===== src/rtl/color_pixel_counter_pkg.sv =====
// Shared definitions for the RGB332 red/blue pixel counter: field positions,
// widths, FSM states and saturating helpers.
package color_pixel_counter_pkg;

  localparam int unsigned R_MSB = 7;
  localparam int unsigned R_LSB = 5;
  localparam int unsigned G_MSB = 4;
  localparam int unsigned G_LSB = 2;
  localparam int unsigned B_MSB = 1;
  localparam int unsigned B_LSB = 0;

  localparam int unsigned ACC_W = 15;
  localparam int unsigned OUT_W = 10;

  localparam logic [ACC_W-1:0] OUT_MAX = ACC_W'((1 << OUT_W) - 1);

  typedef enum logic [1:0] {
    WAIT_SYNC = 2'd0,
    COUNT     = 2'd1,
    PUBLISH   = 2'd2
  } state_t;

  function automatic logic [ACC_W-1:0] sat_inc(input logic [ACC_W-1:0] v);
    return (v == '1) ? v : v + 1'b1;
  endfunction

  function automatic logic [OUT_W-1:0] sat10(input logic [ACC_W-1:0] v);
    return (v > OUT_MAX) ? '1 : v[OUT_W-1:0];
  endfunction

endpackage


===== src/rtl/color_pixel_counter_vsync_edge_detect.sv =====
// Two-flop synchroniser for the camera VSYNC followed by a registered
// rising-edge pulse marking the frame boundary.
module vsync_edge_detect
  import color_pixel_counter_pkg::*;
(
  input  logic CLK,
  input  logic RST,
  input  logic VSYNC_IN,
  output logic BND
);

  logic sync_1;
  logic sync_2;
  logic sync_d;

  always_ff @(posedge CLK or posedge RST) begin
    if (RST) begin
      sync_1 <= 1'b0;
      sync_2 <= 1'b0;
      sync_d <= 1'b0;
      BND    <= 1'b0;
    end else begin
      sync_1 <= VSYNC_IN;
      sync_2 <= sync_1;
      sync_d <= sync_2;
      BND    <= sync_2 & ~sync_d;
    end
  end

endmodule


===== src/rtl/color_pixel_counter.sv =====
// Classifies RGB332 pixels as red/blue, accumulates per frame and publishes
// scaled, saturated counts with a one-cycle strobe at each good frame boundary.
module color_pixel_counter
  import color_pixel_counter_pkg::*;
#(
  parameter logic [2:0]  RED_MIN    = 3'd5,
  parameter logic [1:0]  BLUE_MIN   = 2'd2,
  parameter int unsigned SHIFT      = 5,
  parameter int unsigned MIN_PIXELS = 1024
) (
  input  logic             CLK,
  input  logic             RST,
  input  logic [7:0]       PIXEL_IN,
  input  logic             PIXEL_VALID,
  input  logic             VSYNC_IN,
  output logic [OUT_W-1:0] REDCOUNT,
  output logic [OUT_W-1:0] BLUECOUNT,
  output logic             VGA_VSYNC_NEG,
  output logic             FRAME_ERR
);

  logic bnd;

  vsync_edge_detect u_vsync_edge_detect (
    .CLK      (CLK),
    .RST      (RST),
    .VSYNC_IN (VSYNC_IN),
    .BND      (bnd)
  );

  logic [2:0] pix_r;
  logic [1:0] pix_b;
  logic       is_red;
  logic       is_blue;

  assign pix_r   = PIXEL_IN[R_MSB:R_LSB];
  assign pix_b   = PIXEL_IN[B_MSB:B_LSB];
  assign is_red  = PIXEL_VALID && (pix_r >= RED_MIN) && (pix_b <= 2'd1);
  assign is_blue = PIXEL_VALID && (pix_b >= BLUE_MIN) && (pix_r <= 3'd2);

  state_t           state;
  state_t           state_next;
  logic             frame_start;
  logic             counting;
  logic             publish;
  logic             runt;
  logic [ACC_W-1:0] red_acc;
  logic [ACC_W-1:0] blue_acc;
  logic [ACC_W-1:0] pix_tot;

  always_ff @(posedge CLK or posedge RST) begin
    if (RST) state <= WAIT_SYNC;
    else     state <= state_next;
  end

  always_comb begin
    state_next  = state;
    frame_start = 1'b0;
    counting    = 1'b0;
    publish     = 1'b0;
    runt        = 1'b0;
    case (state)
      WAIT_SYNC: begin
        if (bnd) begin
          frame_start = 1'b1;
          state_next  = COUNT;
        end
      end
      COUNT: begin
        counting = 1'b1;
        if (bnd) begin
          frame_start = 1'b1;
          if (pix_tot >= ACC_W'(MIN_PIXELS)) begin
            publish    = 1'b1;
            state_next = PUBLISH;
          end else begin
            runt = 1'b1;
          end
        end
      end
      PUBLISH: begin
        counting   = 1'b1;
        state_next = COUNT;
      end
      default: state_next = WAIT_SYNC;
    endcase
  end

  // The snapshot and the clear share the bnd edge, so a pixel valid on that
  // cycle seeds the fresh accumulators instead of the published frame.
  always_ff @(posedge CLK or posedge RST) begin
    if (RST) begin
      red_acc  <= '0;
      blue_acc <= '0;
      pix_tot  <= '0;
    end else if (frame_start) begin
      red_acc  <= ACC_W'(is_red);
      blue_acc <= ACC_W'(is_blue);
      pix_tot  <= ACC_W'(PIXEL_VALID);
    end else if (counting) begin
      if (is_red)      red_acc  <= sat_inc(red_acc);
      if (is_blue)     blue_acc <= sat_inc(blue_acc);
      if (PIXEL_VALID) pix_tot  <= sat_inc(pix_tot);
    end
  end

  always_ff @(posedge CLK or posedge RST) begin
    if (RST) begin
      REDCOUNT      <= '0;
      BLUECOUNT     <= '0;
      VGA_VSYNC_NEG <= 1'b0;
      FRAME_ERR     <= 1'b0;
    end else begin
      VGA_VSYNC_NEG <= publish;
      FRAME_ERR     <= runt;
      if (publish) begin
        REDCOUNT  <= sat10(red_acc >> SHIFT);
        BLUECOUNT <= sat10(blue_acc >> SHIFT);
      end
    end
  end

endmodule


===== config.mk =====
export PLATFORM = sky130hd
export DESIGN_NAME = color_pixel_counter
export DESIGN_NICKNAME = d
export VERILOG_FILES = /design/src/rtl/color_pixel_counter_pkg.sv /design/src/rtl/color_pixel_counter_vsync_edge_detect.sv /design/src/rtl/color_pixel_counter.sv
export SDC_FILE = /design/constraint.sdc
export NUM_CORES = 1
export LEC_CHECK = 0
export CELL_PAD_IN_SITES_DETAIL_PLACEMENT = 1
export CELL_PAD_IN_SITES_GLOBAL_PLACEMENT = 2
export CORE_MARGIN = 2
export CORE_UTILIZATION = 40
export CTS_BUF_LIST = sky130_fd_sc_hd__clkbuf_8
export DETAILED_ROUTE_END_ITERATION = 6
export PLACE_DENSITY_LB_ADDON = 0.05
export SYNTH_ARGS = -nofsm -noshare
export SYNTH_HDL_FRONTEND = slang
export SYNTH_HIERARCHICAL = 1
export SYNTH_SLANG_ARGS = --single-unit

===== constraint.sdc =====
create_clock -name CLK -period 6.6 [get_ports CLK]
set_clock_uncertainty 0.2 [all_clocks]
set_input_delay 0.66 -clock CLK [delete_from_list [all_inputs] [get_ports CLK]]
set_output_delay 0.66 -clock CLK [all_outputs]
set_load 0.02 [all_outputs]

Word level (Yosys, flattened, before mapping)

Index checks and enable logic that the tools add are counted.
W data, S select, Z words.

Bits in registers: 73
Bits of input ports: 12
Logic and storage cells: 77

Add/sub/neg operators: 3
Magnitude comparators: 7
Eq/ne operators: 11
Multiplexer cells: 27
Bitwise gates (word level): 2
Reductions and logical operators: 15

Operator list:

| kind                    | count |
|---|---|
| $mux W15                | 12 |
| $add A15 B1 Y15 const B | 3 |
| $eq A15 B15 Y1 const B  | 3 |
| $gt A10 B10 Y1 const B  | 2 |
| $mux W10                | 2 |
| $ge A15 B11 Y1 const B  | 1 |
| $reduce_and A3 Y1       | 4 |
| $mux W1                 | 9 |
| $ne A2 B2 Y1 const B    | 4 |
| $reduce_bool A2 Y1      | 4 |
| $mux W2                 | 3 |
| $pmux W2 S3             | 1 |
| $logic_and A1 B1 Y1     | 4 |
| $ne A2 B1 Y1 const B    | 2 |
| $reduce_or A2 Y1        | 2 |
| $ge A3 B3 Y1 const B    | 1 |
| $le A3 B2 Y1 const B    | 1 |
| $eq A2 B1 Y1 const B    | 1 |
| $eq A2 B2 Y1 const B    | 1 |
| $ge A2 B2 Y1 const B    | 1 |
| $le A2 B1 Y1 const B    | 1 |
| $logic_not A2 Y1        | 1 |
| $and A1 B1 Y1           | 1 |
| $not A1 Y1              | 1 |

Depth between registers and ports, before layout

Word-level depth: 6
Gate-level depth with buffers: 8
Gate-level depth less buffers: 7

By module

The synthesis kept the hierarchy.

Modules (own cells, without submodules):

| module              | times used | cells each | area each (µm²) | seq. area each (µm²) |
|---|---|---|---|---|
| color_pixel_counter | 1          | 337        | 3,414.5         | 1,726.7 |
| vsync_edge_detect   | 1          | 6          | 117.6           | 100.1 |

Least setup slack after synthesis

No wires, ideal clock.

Path type: reg-to-reg
Start point: reg state[0]
End point: reg blue_acc[13]
Setup time: 120 ps
Data arrival time: 1,911 ps
Required time: 6,280 ps
Path slack: 4,369 ps
Cell stages (with the launch flop): 9
Clock period less this slack: 2,231 ps
Cell sequence: dfrtp_1 -> inv_1 -> ha_1 -> and2_1 -> clkbuf_1 -> nand3_1 -> nor3_1 -> a21oi_1 -> a31o_2

Word-level cells in the longest chain between the ends: 5
Elaborated cells on any way between the ends: 12

RTL lines:

| element                                                                    | line                       | RTL |
|---|---|---|
| from (decl)                                                                | color_pixel_counter.sv:41  | `state_t state;` |
| from (signal assigned)                                                     | color_pixel_counter.sv:53  | `else state <= state_next;` |
| $eq A2 B1 Y1, or another cell as far along                                 | color_pixel_counter.sv:62  | `case (state)` |
| $reduce_or A2 Y1 (no source line)                                          | --                         |  |
| $mux W1, on equally long branches                                          | --                         |  |
| $ne A2 B2 Y1 (no source line) / $reduce_bool A2 Y1 (equally long branches) | --                         |  |
| $reduce_and A3 Y1 (no source line)                                         | --                         |  |
| to (signal assigned)                                                       | color_pixel_counter.sv:98  | `blue_acc <= ACC_W'(is_blue);` |
| to (signal assigned)                                                       | color_pixel_counter.sv:102 | `if (is_blue) blue_acc <= sat_inc(blue_acc);` |
| to (decl)                                                                  | color_pixel_counter.sv:48  | `logic [ACC_W-1:0] blue_acc;` |

Parallel ways exist; a longest one is shown, timed or not.
A chain may end at the register's enable or synchronous reset.

Final worst setup path

Start point: in PIXEL_VALID
End point: reg blue_acc[13]

Word-level cells in the longest chain between the ends: 4

RTL lines:

| element                             | line                      | RTL |
|---|---|---|
| from (decl)                         | color_pixel_counter.sv:14 | `input logic PIXEL_VALID,` |
| $logic_and A1 B1 Y1 (2 in a row)    | color_pixel_counter.sv:39 | `assign is_blue = PIXEL_VALID && (pix_b >= BLUE_MIN) && (pix_r <= 3'd2);` |
| $reduce_bool A2 Y1 (no source line) | --                        |  |
| $reduce_and A3 Y1 (no source line)  | --                        |  |

No other way between the ends.

==> impl_metrics.csv <==
group,metric,value,unit
status,run_status,"finished clean",
worst_setup_path,start_kind,"input port",
worst_setup_path,end_kind,"flop",
synth,syn_area,0.00353,sq mm
worst_setup_path,critPathMaxFanout,8,
synth,netlist_instances,343,
die,die_area,0.00960,sq mm
sta,slew_headroom,0.397,
pwr,clkPwrFrac,0.369,
synth,synth_edf_count,0,
sta,fin_crit,2480,ps
die,core,0.00864,sq mm
synth,synth_commonest_cells,"73 x dfrtp_1, 40 x nor2_1, 26 x nand2_1",
global_routing,grt_usage,0.176,
drt,final_antenna_net_count,0,
placement,dp_hpwl,5.32,mm
sta,hold_viol,0,
pwr,p_sw,312,uW
placement,placed_cell_area,0.00393,sq mm
worst_setup_path,crit_required,6640,ps
finish,diodes,0,
sta,timing_worst_slew_pin_value,904,ps
cts,clk_pin_slew_worst_paths,80,ps
global_routing,grt_max_degree,70,
synth,synth-main-ff-cell,"dfrtp_1",
global_routing,grt_pass1_vias,2855,
placement,io_buffers,29,
sta,timing.hold.ws,160,ps
pwr,pwr-share-seq,0.468,
sta,setup_viol,0,
finish,final_cell_area,0.00416,sq mm
pwr,internal_power,762,uW
min_path,hold_class,"flop to flop",
die,dieWidth,98.0,microns
synth,yosysMostFrequentCell,"dfrtp_1",
finish,syn_to_final_growth,17.7,%
finish,utilization,0.481,
finish,regArea,0.00183,sq mm
drt,finalWirelength,7.67,mm
worst_setup_path,r2r_slack,4120,ps
finish,fillCellCount,977,
cts,cts-htree-levels,3,
placement,routabilityCongestion,0.753,
sta,grt_setup_unrepaired,"no",
finish,multi_input_area,0.00161,sq mm
cts,cts_made_buffers,9,
cts,clk_path_buf_depth,2,
finish,stdcell_count,488,
worst_setup_path,crit_type,"input port to flop",
die,dieHeight,98.0,microns
synth,synth_cell_types,45,
finish,nNetsFinal,396,
synth,synthArstFlopShare,1.00,
synth,syn-num-nets,364,
die,initial_core_util,0.409,
pwr,leakage,1.82,nW
synth,ys_seq_elements,73,
cts,post-cts-setup-buffers,0,
drt,num_vias,2671,
synth,netlist.area_leader.share,0.517,
synth,avgSynthCellArea,10.3,sq um
synth,yosys-top-cells-area,"dfrtp_1 52%, mux2_2 5.4%, nor2_1 4.3%",
drt,drc,0,
pwr,worst_ir_drop_vdd,0.000153,V
drt,wire_per_inst,15.7,microns
sta,fin_setup_tns,0,ps
placement,placed_cells,472,
drt,routed_via_density,5.47,
pwr,combPwrFrac,0.164,
sta,finalCritPeriodShare,0.376,
drt,drt-pass1-iter-count,4,
cts,cts_sinks,73,
cts,cts_root_buffer,"clkbuf_8",
cts,cts_resized,0,
cts,cts_hold_buffers,0,
global_routing,grt_pass1_wl,13.7,mm
pwr,switching_share,0.291,
synth,synth_top_area_cell,"dfrtp_1",
sta,maxSlewViolCount,0,
synth,yosysSeqAreaShare,0.517,
pwr,power.density,258,mW/mm^2
flow_run,maxCapViolations,0,
global_routing,antenna_found_initial,0,
synth,yosys_warnings,6,
die,ios,34,
die,num_rows,34,
cts,worstSkewPairLatency,340,ps
cts,cts_tree,"built",
drt,drtIter0Drc,87,
worst_setup_path,arrival,2520,ps
finish,final_layout_size_suffix_gt1_frac,0.124,
sta,fmax,0.403,GHz
global_routing,gr-total-overflow,0,
[final timing paths]
check | from | end | depth (start not counted)
max reg2reg | state[0] | blue_acc[13] | 7
max in group asynchronous | RST | blue_acc[0] | 3
min in group asynchronous | RST | u_vsync_edge_detect/sync_d | 2
min | u_vsync_edge_detect/sync_1 | u_vsync_edge_detect/sync_2 | 0
min reg2reg | u_vsync_edge_detect/sync_1 | u_vsync_edge_detect/sync_2 | 0
max | PIXEL_VALID | blue_acc[13] | 6
[state kept, by name, summed over array words and instances, names as in the netlist]
register	flops
VGA_VSYNC_NEG	1
u_vsync_edge_detect/BND	1
pix_tot	15
blue_acc	15
state	2
u_vsync_edge_detect/sync_1	1
red_acc	15
FRAME_ERR	1
u_vsync_edge_detect/sync_2	1
REDCOUNT	10
BLUECOUNT	10
u_vsync_edge_detect/sync_d	1
[metrics by stage]
| step | setup slack [ps] | power (mW) |
|---|---|---|
| 3_5_place_dp | 3750 | 0.694 |
| 3_3_place_gp | 3730 | 0.685 |
| 4_1_cts | 4080 | 1.10 |
| 2_1_floorplan | 4000 | 0.637 |
| 6_report | 4120 | 1.07 |
| 5_1_grt | 3810 | 1.14 |
[cell usage in the layout (no fill, tap or decap), types with 2 or more instances in the layout]
| master | n |
|---|---|
| o21ai_0 | 11 |
| or4_1 | 3 |
| nor4_1 | 10 |
| a41oi_1 | 2 |
| o2111ai_1 | 3 |
| buf_4 | 4 |
| o22ai_1 | 2 |
| nor2b_1 | 3 |
| bufinv_16 | 2 |
| clkdlybuf4s50_1 | 29 |
| a21oi_1 | 10 |
| and3_1 | 6 |
| xor2_1 | 12 |
| nand4_1 | 9 |
| ha_1 | 9 |
| xnor2_1 | 15 |
| inv_1 | 9 |
| nand3_1 | 22 |
| nor3_1 | 15 |
| or3_1 | 2 |
| nor4bb_1 | 2 |
| nor2_1 | 40 |
| and4_1 | 3 |
| o211ai_1 | 7 |
| dfrtp_1 | 73 |
| clkbuf_8 | 10 |
| nand2_1 | 26 |
| mux2_2 | 17 |
| a31oi_1 | 3 |
[cells by family (layout without fill, tap and decap cells)]
kind of cell	Yosys count	count (layout)	synth area share
flops	73	73	0.517
xor+xnor	27	27	0.0670
simple gates	148	148	0.214
fa+ha+maj	9	9	0.0319
mux	18	18	0.0570
buf+inv	22	59	0.0280
compound gates	46	46	0.0854
[power by group through the flow]
stage,Sequential [mW],Combinational [mW],Clock (mW)
final,0.502,0.176,0.396
after floorplan,0.506,0.131,0
after global routing,0.507,0.208,0.427
after detailed placement,0.512,0.182,0
after CTS,0.503,0.183,0.410
after global placement,0.511,0.174,0
[worst max-delay path, cell delays in order]
cell,delay (ps)
clkdlybuf4s50_1,500
and2_1,280
nand3_1,300
nor3_1,450
a21oi_1,110
a31o_2,230
[routing by layer]
metal	track usage	wire, microns
met1	0.231	3620
met2	0.292	3760
met3	0.0258	157
met4	0.0705	129
met5	0	0
[final cells by class]
cell class	count	area share
flip-flops and latches	73	0.439
clock buffers	10	0.0331
multi-input cells	248	0.387
clock inverters	6	0.0217
well taps	108	0.0325
repair buffers	33	0.0771
inverters	10	0.00903
Power figures use the tool's default switching activity.
